`src/rtl/aes_core_arbiter_if.sv`:
```
// Requester, response and core-side signals of the shared AES core arbiter.
// slave is the arbiter's view; master is the view of the surrounding requesters and core.
interface aes_core_arbiter_if;
    logic [1:0]   req_valid;
    logic [0:127] req0_data;
    logic [0:127] req1_data;
    logic [1:0]   req_accept;
    logic [1:0]   rsp_valid;
    logic [0:127] rsp_data;
    logic         rsp_err;
    logic [1:0]   rsp_ack;
    logic         core_ready;
    logic [0:127] core_data_in;
    logic         core_complete;
    logic [0:127] core_data_out;
    logic         busy;
    logic         timeout_flag;
    logic         clr_err;

    modport slave (
        input  req_valid, req0_data, req1_data, rsp_ack,
               core_complete, core_data_out, clr_err,
        output req_accept, rsp_valid, rsp_data, rsp_err,
               core_ready, core_data_in, busy, timeout_flag
    );

    modport master (
        output req_valid, req0_data, req1_data, rsp_ack,
               core_complete, core_data_out, clr_err,
        input  req_accept, rsp_valid, rsp_data, rsp_err,
               core_ready, core_data_in, busy, timeout_flag
    );
endinterface

```
`src/rtl/aes_core_arbiter.sv`:
```
// Round-robin sharing of one aes_control core between the USB OUT path (req0)
// and the self-test path (req1), with a completion watchdog.
module aes_core_arbiter #(
    parameter int unsigned TIMEOUT_CYCLES = 64,
    parameter int unsigned CNT_W          = 8
) (
    input  logic              clk,
    input  logic              n_rst,
    aes_core_arbiter_if.slave bus
);

    localparam logic [CNT_W-1:0] TMO_LAST = CNT_W'(TIMEOUT_CYCLES - 1);

    typedef enum logic [1:0] {
        S_IDLE,
        S_ISSUE,
        S_WAIT,
        S_RESPOND
    } state_t;

    state_t       r_state;
    state_t       w_next;
    logic         r_last_grant;
    logic         r_grant;
    logic [CNT_W-1:0] r_wdog;
    logic [0:127] r_core_data_in;
    logic [0:127] r_rsp_data;
    logic [1:0]   r_rsp_valid;
    logic         r_rsp_err;
    logic         r_busy;
    logic         r_timeout_flag;

    logic [1:0]   w_accept;
    logic         w_grant_idx;
    logic         w_done;
    logic         w_timeout;
    logic         w_ack;

    always_ff @(posedge clk or negedge n_rst) begin
        if (!n_rst) begin
            r_state <= S_IDLE;
        end else begin
            r_state <= w_next;
        end
    end

    always_comb begin
        w_next      = r_state;
        w_accept    = '0;
        w_grant_idx = 1'b0;
        w_done      = 1'b0;
        w_timeout   = 1'b0;
        w_ack       = 1'b0;

        // On a tie, the requester not served last wins.
        case (bus.req_valid)
            2'b01:   w_grant_idx = 1'b0;
            2'b10:   w_grant_idx = 1'b1;
            2'b11:   w_grant_idx = ~r_last_grant;
            default: w_grant_idx = 1'b0;
        endcase

        case (r_state)
            S_IDLE: begin
                if (|bus.req_valid) begin
                    w_accept[w_grant_idx] = 1'b1;
                    w_next                = S_ISSUE;
                end
            end
            S_ISSUE: begin
                w_next = S_WAIT;
            end
            S_WAIT: begin
                if (bus.core_complete) begin
                    w_done = 1'b1;
                    w_next = S_RESPOND;
                end else if (r_wdog == TMO_LAST) begin
                    w_timeout = 1'b1;
                    w_next    = S_RESPOND;
                end
            end
            S_RESPOND: begin
                if (bus.rsp_ack[r_grant]) begin
                    w_ack  = 1'b1;
                    w_next = S_IDLE;
                end
            end
            default: begin
                w_next = S_IDLE;
            end
        endcase
    end

    always_ff @(posedge clk or negedge n_rst) begin
        if (!n_rst) begin
            r_last_grant   <= 1'b1;
            r_grant        <= 1'b0;
            r_wdog         <= '0;
            r_core_data_in <= '0;
            r_rsp_data     <= '0;
            r_rsp_valid    <= '0;
            r_rsp_err      <= 1'b0;
            r_busy         <= 1'b0;
            r_timeout_flag <= 1'b0;
        end else begin
            if (|w_accept) begin
                r_grant        <= w_grant_idx;
                r_core_data_in <= w_grant_idx ? bus.req1_data : bus.req0_data;
            end

            if (r_state == S_ISSUE) begin
                r_wdog <= '0;
            end else if (r_state == S_WAIT) begin
                r_wdog <= r_wdog + CNT_W'(1);
            end

            if (w_done) begin
                r_rsp_data <= bus.core_data_out;
                r_rsp_err  <= 1'b0;
            end else if (w_timeout) begin
                r_rsp_data <= '0;
                r_rsp_err  <= 1'b1;
            end

            r_rsp_valid <= (w_next == S_RESPOND) ? {r_grant, ~r_grant} : 2'b00;

            if (w_ack) begin
                r_last_grant <= r_grant;
            end

            // A timeout declared in the same cycle as clr_err still sets the flag.
            if (w_timeout) begin
                r_timeout_flag <= 1'b1;
            end else if (bus.clr_err) begin
                r_timeout_flag <= 1'b0;
            end

            r_busy <= (w_next != S_IDLE);
        end
    end

    assign bus.req_accept   = w_accept;
    assign bus.rsp_valid    = r_rsp_valid;
    assign bus.rsp_data     = r_rsp_data;
    assign bus.rsp_err      = r_rsp_err;
    assign bus.core_ready   = (r_state == S_ISSUE);
    assign bus.core_data_in = r_core_data_in;
    assign bus.busy         = r_busy;
    assign bus.timeout_flag = r_timeout_flag;

endmodule

```
`src/flat_wrapper.sv`:
```
// flat-port wrapper written by rule: the top's interface ports become plain ports
module aes_core_arbiter_flat 
#(
    parameter int unsigned TIMEOUT_CYCLES = 64,
    parameter int unsigned CNT_W          = 8
)
  (clk, n_rst, bus_req_valid, bus_req0_data, bus_req1_data, bus_rsp_ack, bus_core_complete, bus_core_data_out, bus_clr_err, bus_req_accept, bus_rsp_valid, bus_rsp_data, bus_rsp_err, bus_core_ready, bus_core_data_in, bus_busy, bus_timeout_flag);
  aes_core_arbiter_if bus_i ();
  input  logic clk;
  input  logic n_rst;
  input wire logic [$bits(bus_i.req_valid)-1:0] bus_req_valid;
  input wire logic [$bits(bus_i.req0_data)-1:0] bus_req0_data;
  input wire logic [$bits(bus_i.req1_data)-1:0] bus_req1_data;
  input wire logic [$bits(bus_i.rsp_ack)-1:0] bus_rsp_ack;
  input wire logic [$bits(bus_i.core_complete)-1:0] bus_core_complete;
  input wire logic [$bits(bus_i.core_data_out)-1:0] bus_core_data_out;
  input wire logic [$bits(bus_i.clr_err)-1:0] bus_clr_err;
  output wire logic [$bits(bus_i.req_accept)-1:0] bus_req_accept;
  output wire logic [$bits(bus_i.rsp_valid)-1:0] bus_rsp_valid;
  output wire logic [$bits(bus_i.rsp_data)-1:0] bus_rsp_data;
  output wire logic [$bits(bus_i.rsp_err)-1:0] bus_rsp_err;
  output wire logic [$bits(bus_i.core_ready)-1:0] bus_core_ready;
  output wire logic [$bits(bus_i.core_data_in)-1:0] bus_core_data_in;
  output wire logic [$bits(bus_i.busy)-1:0] bus_busy;
  output wire logic [$bits(bus_i.timeout_flag)-1:0] bus_timeout_flag;
  assign bus_i.req_valid = bus_req_valid;
  assign bus_i.req0_data = bus_req0_data;
  assign bus_i.req1_data = bus_req1_data;
  assign bus_i.rsp_ack = bus_rsp_ack;
  assign bus_i.core_complete = bus_core_complete;
  assign bus_i.core_data_out = bus_core_data_out;
  assign bus_i.clr_err = bus_clr_err;
  assign bus_req_accept = bus_i.req_accept;
  assign bus_rsp_valid = bus_i.rsp_valid;
  assign bus_rsp_data = bus_i.rsp_data;
  assign bus_rsp_err = bus_i.rsp_err;
  assign bus_core_ready = bus_i.core_ready;
  assign bus_core_data_in = bus_i.core_data_in;
  assign bus_busy = bus_i.busy;
  assign bus_timeout_flag = bus_i.timeout_flag;
  aes_core_arbiter #(.TIMEOUT_CYCLES(TIMEOUT_CYCLES), .CNT_W(CNT_W)) u_core (.clk(clk), .n_rst(n_rst), .bus(bus_i));
endmodule
```
`config.mk`:
```
export PLATFORM = sky130hd
export DESIGN_NAME = aes_core_arbiter_flat
export DESIGN_NICKNAME = d
export VERILOG_FILES = /design/src/rtl/aes_core_arbiter_if.sv /design/src/rtl/aes_core_arbiter.sv /design/src/flat_wrapper.sv
export SDC_FILE = /design/constraint.sdc
export NUM_CORES = 1
export LEC_CHECK = 0
export CAP_MARGIN = 20
export CELL_PAD_IN_SITES_DETAIL_PLACEMENT = 0
export CELL_PAD_IN_SITES_GLOBAL_PLACEMENT = 2
export CORE_AREA = 2 2 259 261
export CTS_CLUSTER_DIAMETER = 60
export DETAILED_ROUTE_END_ITERATION = 8
export DIE_AREA = 0 0 261 263
export PLACE_DENSITY = 0.69
export SYNTH_ARGS = -nofsm -noshare
export SYNTH_HDL_FRONTEND = slang
export SYNTH_SLANG_ARGS = --single-unit
export TNS_END_PERCENT = 100
```
`constraint.sdc`:
```
create_clock -name clk -period 2 [get_ports clk]
set_clock_uncertainty 0.05 [all_clocks]
set_input_delay 0.4 -clock clk [delete_from_list [all_inputs] [get_ports clk]]
set_output_delay 0.4 -clock clk [all_outputs]
set_load 0.05 [all_outputs]
```
Word level (Yosys, flattened, before mapping)
Cells that the tools add are included.

storage, ports and cells
  register bits = 273
  bits in latches = 0
  memory bits (writable) = 0
  memory bits (read-only) = 0
  bits of input ports = 392
  output and inout bits = 264
  word-level logic and storage cells = 60
  memories = 0

cells by class
  add/subtract/negate cells = 1
  multiply operators = 0
  div/mod/pow operators = 0
  $lt $le $gt $ge = 3
  eq/ne operators = 7
  shift operators = 0
  multiplexer cells = 29
  bitwise logic cells = 2
  reductions and logical operators = 8

operator list
  cell                                                                          number
  128-bit 2-to-1 mux                                                            3
  8-bit 2-to-1 mux                                                              2
  1-bit 2-to-1 mux                                                              14
  2-bit 2-to-1 mux                                                              7
  2-bit equality test, second input constant                                    5
  8-bit by 1-bit adder with 8-bit output, second input constant                 1
  8-bit by 6-bit equality test with 1-bit output, second input constant         1
  2-bit one-hot mux with 4 select lines                                         1
  2-bit nonzero test                                                            4
  1-bit by 2-bit less-than comparator with 1-bit output, second input constant  2
  2-bit OR reduction                                                            2
  2-bit by 1-bit equality test with 1-bit output, second input constant         1
  2-bit logical NOT                                                             1
  1-bit NOT                                                                     2
  1-bit one-hot mux with 2 select lines                                         1
  1-bit demux with 1-bit select                                                 1
  1-bit greater-or-equal comparator, second input constant                      1
  1-bit logical AND                                                             1

Logic depth before layout (Yosys ltp)
Gate-level depths: netlist (run 1).

  word-level depth = 9
  depth in mapped cells = 8

Worst setup path before layout (run 1)
OpenSTA, ideal clock, no wires.

  path kind = register to output
  start point = reg u_core.r_state[0]
  end point = out bus_req_accept[0]
  arrival time = 1607 ps
  slack = -57 ps
  stages on the path, launching flop included = 5
  path buffers = 0
  path through = dfrtp_1 inv_1 ha_1 nand2_1 a21oi_1

between the ends
  longest elaborated chain between the ends = 2

RTL lines
  item                      line                    RTL
  start: declaration        aes_core_arbiter.sv:21  state_t r_state;
  start signal: assignment  aes_core_arbiter.sv:43  r_state <= w_next;
  2-bit logical NOT         aes_core_arbiter.sv:63  case (r_state)
  2-bit 2-to-1 mux          aes_core_arbiter.sv:63
  end: declaration          flat_wrapper.sv:18      output wire logic [$bits(bus_i.req_accept)-1:0] bus_req_accept;

No other way between the ends.

Worst setup path in the final report (run 1)
Ends and elaborated chain as after synthesis.

==> run summary, run 1 <==
Status: finished, final reports clean
Detail Placement HPWL: 34530 um
Sequential share of the synthesized area: 0.6045
Filler cells: 6727
Most common cell after layout, fill and taps aside: clkdlybuf4s50_1
Final Setup Violations: 0
Clk pwr share: 0.179
Period utilisation layout: 0.9988
Worst-Skew Late Latency: 0.54 ns
Seq pwr share: 0.269
Setup crit end kind: primary output
Total gr overflow: 0
Sequential cell area: 0.006833 sq mm
Max-Cap Viols: 0
Sw Pwr: 0.01749 W
Cell count after synthesis: 933
Clock sink count: 273
Core ar.: 0.06563 sq mm
Io pins: 656
Worst Hold Class: primary input to async pin
Total Die Area: 0.06864 sq mm
RSZ-0062 raised after global routing: yes
Vias in the first global route: 10522
Antenna Violating Nets Remaining: 0
Slew headroom: 0.6309
Area of the multi-input gates: 0.004021 sq mm
DR iter-0 viols: 446
CP Max Fanout: 5
Internal Pwr Total: 0.01839 W
Req. time, crit path: 1.55 ns
Worst-Margin Slew: 0.5559 ns
Placed cell area: 0.01895 sq mm
Final wirelength: 44440 um
Most frequent cells in the layout: clkdlybuf4s50_1, dfrtp_1, buf_4
Final Non-Filler Cells: 2529
WL/cell: 17.57 um
Syn nets: 1330
Placed insts: 2451
Final Cell Area: 0.02011 sq mm
Nets@finish: 2032
Pin count of the biggest net entering global routing: 57
Final hold vios: 0
Num CTS Buffers: 38
First-pass GRT wire length: 65160 um
Initial antenna violation count: 2
VDD IR max: 0.7093 mV
Vias: 9965
Power density over cell area: 1784 mW/mm^2
Drt pass-1 iters: 4
GRT Total Usage: 0.1236
Share of layout cells above drive strength 1: 0.1924
Root Driver: clkbuf_16
Clock-pin slew on the worst setup and hold paths: 0.06 ns
Final min period: 1.998 ns
Top post-synthesis cells by area: dfrtp_1, mux2i_1, a22o_1, o21ai_1, nand2_1
# DRC: 0
Die span in y: 263 um
Clock Path Buffers: 3
Area delta synth->final: 77.94%
Post-DR vias/cell: 3.940
Synth cell types: 38
Rows: 94
Net Sw Frac: 0.4875
CTS tree: done
Leak pwr: 9.503 nW
H-tree Lvls: 2
Top-area cell type share of the netlist area: 0.6022
Largest area contributor in the netlist: dfrtp_1
# port buffers: 655
Die width: 261 um
Fmax: 500.6 MHz
Mapped Area: 0.01130 sq mm
CP arrival: 1.55 ns
Initial core utilization: 0.1722
Startpoint Class: flop
Logic pwr share: 0.552
Number of synthesized register bits: 273
Mean cell area of the mapped netlist: 12.12 sq um
Crit Path Class: flop to primary output
RePlAce Congestion: 0.7713
Synthesis warning total: 0
Fin. max-slew vios: 0
[power by group through the flow]
stage / combinational, W / sequential, W / clock (W)
3_3_place_gp: 0.0205 / 0.00972 / 0
2_1_floorplan: 0.00434 / 0.0180 / 0
6_report: 0.0198 / 0.00966 / 0.00642
3_5_place_dp: 0.0205 / 0.00975 / 0
5_1_grt: 0.0209 / 0.00997 / 0.00693
4_1_cts: 0.0200 / 0.00968 / 0.00670
[layer usage]
metal / share of wire / GRT usage
met1: 0.38 / 0.1361
met2: 0.50 / 0.2204
met5: 0.00029 / 0
met3: 0.099 / 0.04477
met4: 0.023 / 0.03655
[cells in the mapped netlist (all sizes together)]
master,count
a21boi,1
a21o,1
a21oi,8
a22o,129
a32o,1
and2,2
and3,2
buf,32
clkbuf,41
dfrtp,272
dfstp,1
ha,5
inv,10
mux2,2
mux2i,129
nand2,136
nand2b,1
nand3,2
nand3b,1
nand4,3
nand4bb,1
nor2,7
nor3,2
nor3b,3
o21a,1
o21ai,131
o21ba,2
o22ai,3
o32ai,2
xor2,2
[metrics by stage]
| stage | worst slack, ns | TNS [ns] | power [W] | hold WS (ns) | utilization |
|---|---|---|---|---|---|
| after floorplan | 0.1793 | 0 | 0.02238 | 0.05441 | - |
| after global placement | -0.1473 | -1.857 | 0.03018 | 0.2648 | 0.2888 |
| after detailed placement | -0.1695 | -4.035 | 0.03026 | 0.2673 | 0.2888 |
| after CTS | -0.06560 | -0.1329 | 0.03641 | 0.2599 | 0.3059 |
| after global routing | -0.09189 | -0.1959 | 0.03784 | 0.3013 | 0.3064 |
| final | 0.002331 | 0 | 0.03589 | 0.3139 | 0.3065 |
[worst max-delay path, cell delays in order, from the launching register on]
cell and delay, ns:
dfrtp_1 0.38, inv_2 0.09, ha_4 0.18, nand2_2 0.05, a21oi_2 0.15, buf_12 0.16
[path summary, 6_finish.rpt]
| kind | start | endpoint | slack, ns | cells past startpoint |
|---|---|---|---|---|
| worst min register to register | u_core.bus.core_data_in[114] | u_core.bus.core_data_in[114] | 0.42 | 2 |
| min in group clk | bus_clr_err | u_core.bus.timeout_flag | 0.40 | 2 |
| worst max-delay path | u_core.r_state[0] | bus_req_accept[0] | 0.002 | 5 |
| worst min-delay path | n_rst | u_core.bus.rsp_data[77] | 0.31 | 2 |
| max in group asynchronous | n_rst | u_core.bus.rsp_data[73] | 0.87 | 3 |
| worst max register to register | u_core.r_state[1] | u_core.bus.rsp_valid[1] | 0.15 | 7 |
[flip-flops by register name, summed over array words and instances, names as in the netlist]
register and cells:
u_core.bus.rsp_data 128, u_core.r_state 2, u_core.bus.rsp_err 1, u_core.r_grant 1, u_core.r_wdog 8, u_core.r_last_grant 1
u_core.bus.timeout_flag 1, u_core.bus.core_data_in 128, u_core.bus.busy 1, u_core.bus.rsp_valid 2
[repair_timing]
action	4_1_cts	5_1_grt
pin swaps	2	2
setup endpoints to repair	102	15
hold endpoints to repair	57	0
gates resized for setup	107	0
cloned	0	0
hold buffers	1	0
buffers inserted	3	4
[cell families after synthesis]
logic type | after synthesis | synth area share
xor gates and xnor gates | 2 | 0.001550
DFF | 273 | 0.6045
buffers and inverters | 83 | 0.04394
adders and majority gates | 5 | 0.005535
and+or+nand+nor | 160 | 0.05822
AOI/OAI and AO/OA | 279 | 0.1700
muxes | 131 | 0.1162
[final cells by class]
type                    count  area share
repair buffers            735      0.3453
flip-flops and latches    273      0.3397
multi-input cells         577      0.1999
well taps                 864     0.05375
clock buffers              51     0.05170
clock inverters            17    0.007527
inverters                  10    0.001866
diodes                      2   0.0002488
No activity file was read; power rests on OpenSTA's default activity.
==> run 2, diff against run 1 <==
--- a/config.mk
+++ b/config.mk
@@ -13,6 +13,7 @@
 export DETAILED_ROUTE_END_ITERATION = 8
 export DIE_AREA = 0 0 261 263
 export PLACE_DENSITY = 0.69
+export REMOVE_ABC_BUFFERS = 1
 export SYNTH_ARGS = -nofsm -noshare
 export SYNTH_HDL_FRONTEND = slang
 export SYNTH_SLANG_ARGS = --single-unit
==> run 2 against run 1 <==
  * Die area did not move
  * Total power about the same
  * Via count up 0.69%
  * Global-route usage rose by 1.5 points
  * Combinational power is essentially flat
  * Largest power group unchanged
  * Final cell count fell by 1.0%
  * Critical path type unchanged
  * First-iteration DRC count rose by 16%
  * Worst setup slack improved by 0.021 ns
  * Design area fell by 1.1%
  * Wire length rose by 11%
  * Non-clock buffer count down 17
==> run summary, run 2 (synthesized netlist as in run 1, its figures left out) <==
Status: finished, final reports clean
Total Die Area: 0.06864 sq mm (unchanged)
DR iter-0 viols: 519 (+16%)
Antenna Violating Nets Remaining: 0 (unchanged)
Pin count of the biggest net entering global routing: 128 (+120%)
Filler cells: 6793 (+0.98%)
Core ar.: 0.06563 sq mm (unchanged)
Vias in the first global route: 10824 (+2.9%)
Req. time, crit path: 1.55 ns (about the same)
Clock-pin slew on the worst setup and hold paths: 0.05 ns (about the same)
Reg2reg start: u_core.r_state[1]
Rows: 94 (unchanged)
Post-DR vias/cell: 4.009 (+1.7%)
Worst-Margin Slew: 0.6738 ns (+0.1179 ns)
Power density over cell area: 1802 mW/mm^2 (+0.99%)
Placed cell area: 0.01875 sq mm (-1.1%)
Total gr overflow: 0 (unchanged)
Most common cell after layout, fill and taps aside: clkdlybuf4s50_1
Vias: 10034 (+0.69%)
Drt pass-1 iters: 4 (unchanged)
Root Driver: clkbuf_16
CP endpoint: bus_req_accept[0]
Die span in y: 263 um (unchanged)
Num CTS Buffers: 38 (unchanged)
Detail Placement HPWL: 38670 um (+12%)
Worst-Skew Late Latency: 0.52 ns (-0.02 ns)
Final Util: 0.3032 (-0.003222)
Startpoint Class: flop
Fmax: 505.9 MHz (+1.1%)
Initial core utilization: 0.1722 (unchanged)
Slack of the critical path: 0.02319 ns (+0.02086 ns)
WL/cell: 19.76 um (+12%)
Final wirelength: 49450 um (+11%)
FF-to-FF setup slack: 0.12 ns (-0.03 ns)
Clock sink count: 273 (unchanged)
Period utilisation layout: 0.9884 (-0.01043)
Nets@finish: 2015 (-0.84%)
Fin. max-slew vios: 0 (unchanged)
# DRC: 0 (unchanged)
Worst Hold Class: primary input to async pin
CP arrival: 1.53 ns (-0.02 ns)
Io pins: 656 (unchanged)
Final hold vios: 0 (unchanged)
Die width: 261 um (unchanged)
CP Max Fanout: 4 (-1)
Final Cell Area: 0.01990 sq mm (-1.1%)
First-pass GRT wire length: 71100 um (+9.1%)
Final min period: 1.977 ns (-0.02086 ns)
DP Worst Slack: -0.2258 ns (-0.05633 ns)
Max-Cap Viols: 0 (unchanged)
Reg2reg path depth: 6 (-1)
Share of layout cells above drive strength 1: 0.1763 (-0.01610)
GRT Total Usage: 0.1387 (+0.01508)
# port buffers: 655 (unchanged)
VDD IR max: 0.8075 mV (+14%)
Area delta synth->final: 76.07%
Leak pwr: 9.404 nW (-1.0%)
Most frequent cells in the layout: clkdlybuf4s50_1, dfrtp_1, buf_4
Reg-to-Reg End: u_core.bus.rsp_data[37]
H-tree Lvls: 2 (unchanged)
Fin Hold WS: 0.3160 ns (+0.002082 ns)
Crit Path Class: flop to primary output
Area of the multi-input gates: 0.004031 sq mm (+0.25%)
Sequential cell area: 0.006833 sq mm (unchanged)
Critical path origin: u_core.r_state[0]
RePlAce Congestion: 0.7718 (about the same)
Antenna cells: 0 (-2)
RSZ-0062 raised after global routing: yes
Clock Path Buffers: 3 (unchanged)
CTS tree: done
Initial antenna violation count: 10 (+8)
Setup crit end kind: primary output
Final Setup Violations: 0 (unchanged)
Slew headroom: 0.5508 (-0.08008)
[run 2: changes by cell type in the layout (fill, tap and decap cells not counted), sizes merged]
cell | before | now
bufinv | 1 | 3
buf | 245 | 218
clkinv | 9 | 5
clkbuf | 51 | 49
inv | 16 | 13
diode | 2 | 0
dlygate4sd2 | 99 | 109
[run 2: timing repair]
action | in CTS | in global routing
pin swaps | 3 | 1
hold buffers | 1 | 0
setup buffers | 1 | 3
endpoints found under the setup margin | 111 | 2
resized for setup | 117 | 1
hold endpoints to repair | 24 | 0
[run 2: worst min path at each step]
stage,cells after the start,endpoint,slack (ns)
2_1_floorplan,0,u_core.bus.busy,0.05
3_3_place_gp,1,u_core.bus.core_data_in[66],0.29
3_5_place_dp,1,u_core.bus.core_data_in[66],0.29
4_1_cts,2,u_core.bus.core_data_in[56],0.29
5_1_grt,2,u_core.bus.core_data_in[56],0.33
6_report,2,u_core.bus.core_data_in[37],0.32
[run 2: worst max-delay path, cell delays in order, from the launching register on]
cell	delay (ns)
dfrtp_1	0.38
inv_2	0.09
ha_4	0.18
nand2_4	0.06
a21oi_4	0.14
buf_12	0.15
[run 2: power by group]
| part | leakage (nW) | switching, W | internal, W |
|---|---|---|---|
| Sequential | 3.40 | 0.00152 | 0.00811 |
| Combinational | 5.40 | 0.0134 | 0.00616 |
| Clock | 0.600 | 0.00253 | 0.00412 |
| Total | 9.40 | 0.0175 | 0.0184 |
[run 2: layout make-up]
cell class,instances,area share
clock buffers,49,0.05344
clock inverters,12,0.007796
inverters,10,0.001886
multi-input cells,577,0.2026
flip-flops and latches,273,0.3433
well taps,864,0.05432
repair buffers,718,0.3367
[run 2: metal layers]
layer  vias up  track usage  part of all wire
met4        10      0.03133             0.018
met2       463       0.2535              0.51
met3        74      0.05854              0.11
li1       4723            -                 -
met5         -            0            0.0016
met1      4764       0.1461              0.36
[run 2: per-stage QoR]
step | setup TNS (ns) | cells | power (W)
floorplan | -895.80 | 860 | 0.02220
global placement | -5.123 | 2437 | 0.03008
detailed placement | -9.458 | 2437 | 0.03015
CTS | -0.04411 | 2500 | 0.03648
global route | -0.07975 | 2503 | 0.03786
finish | 0 | 2503 | 0.03586
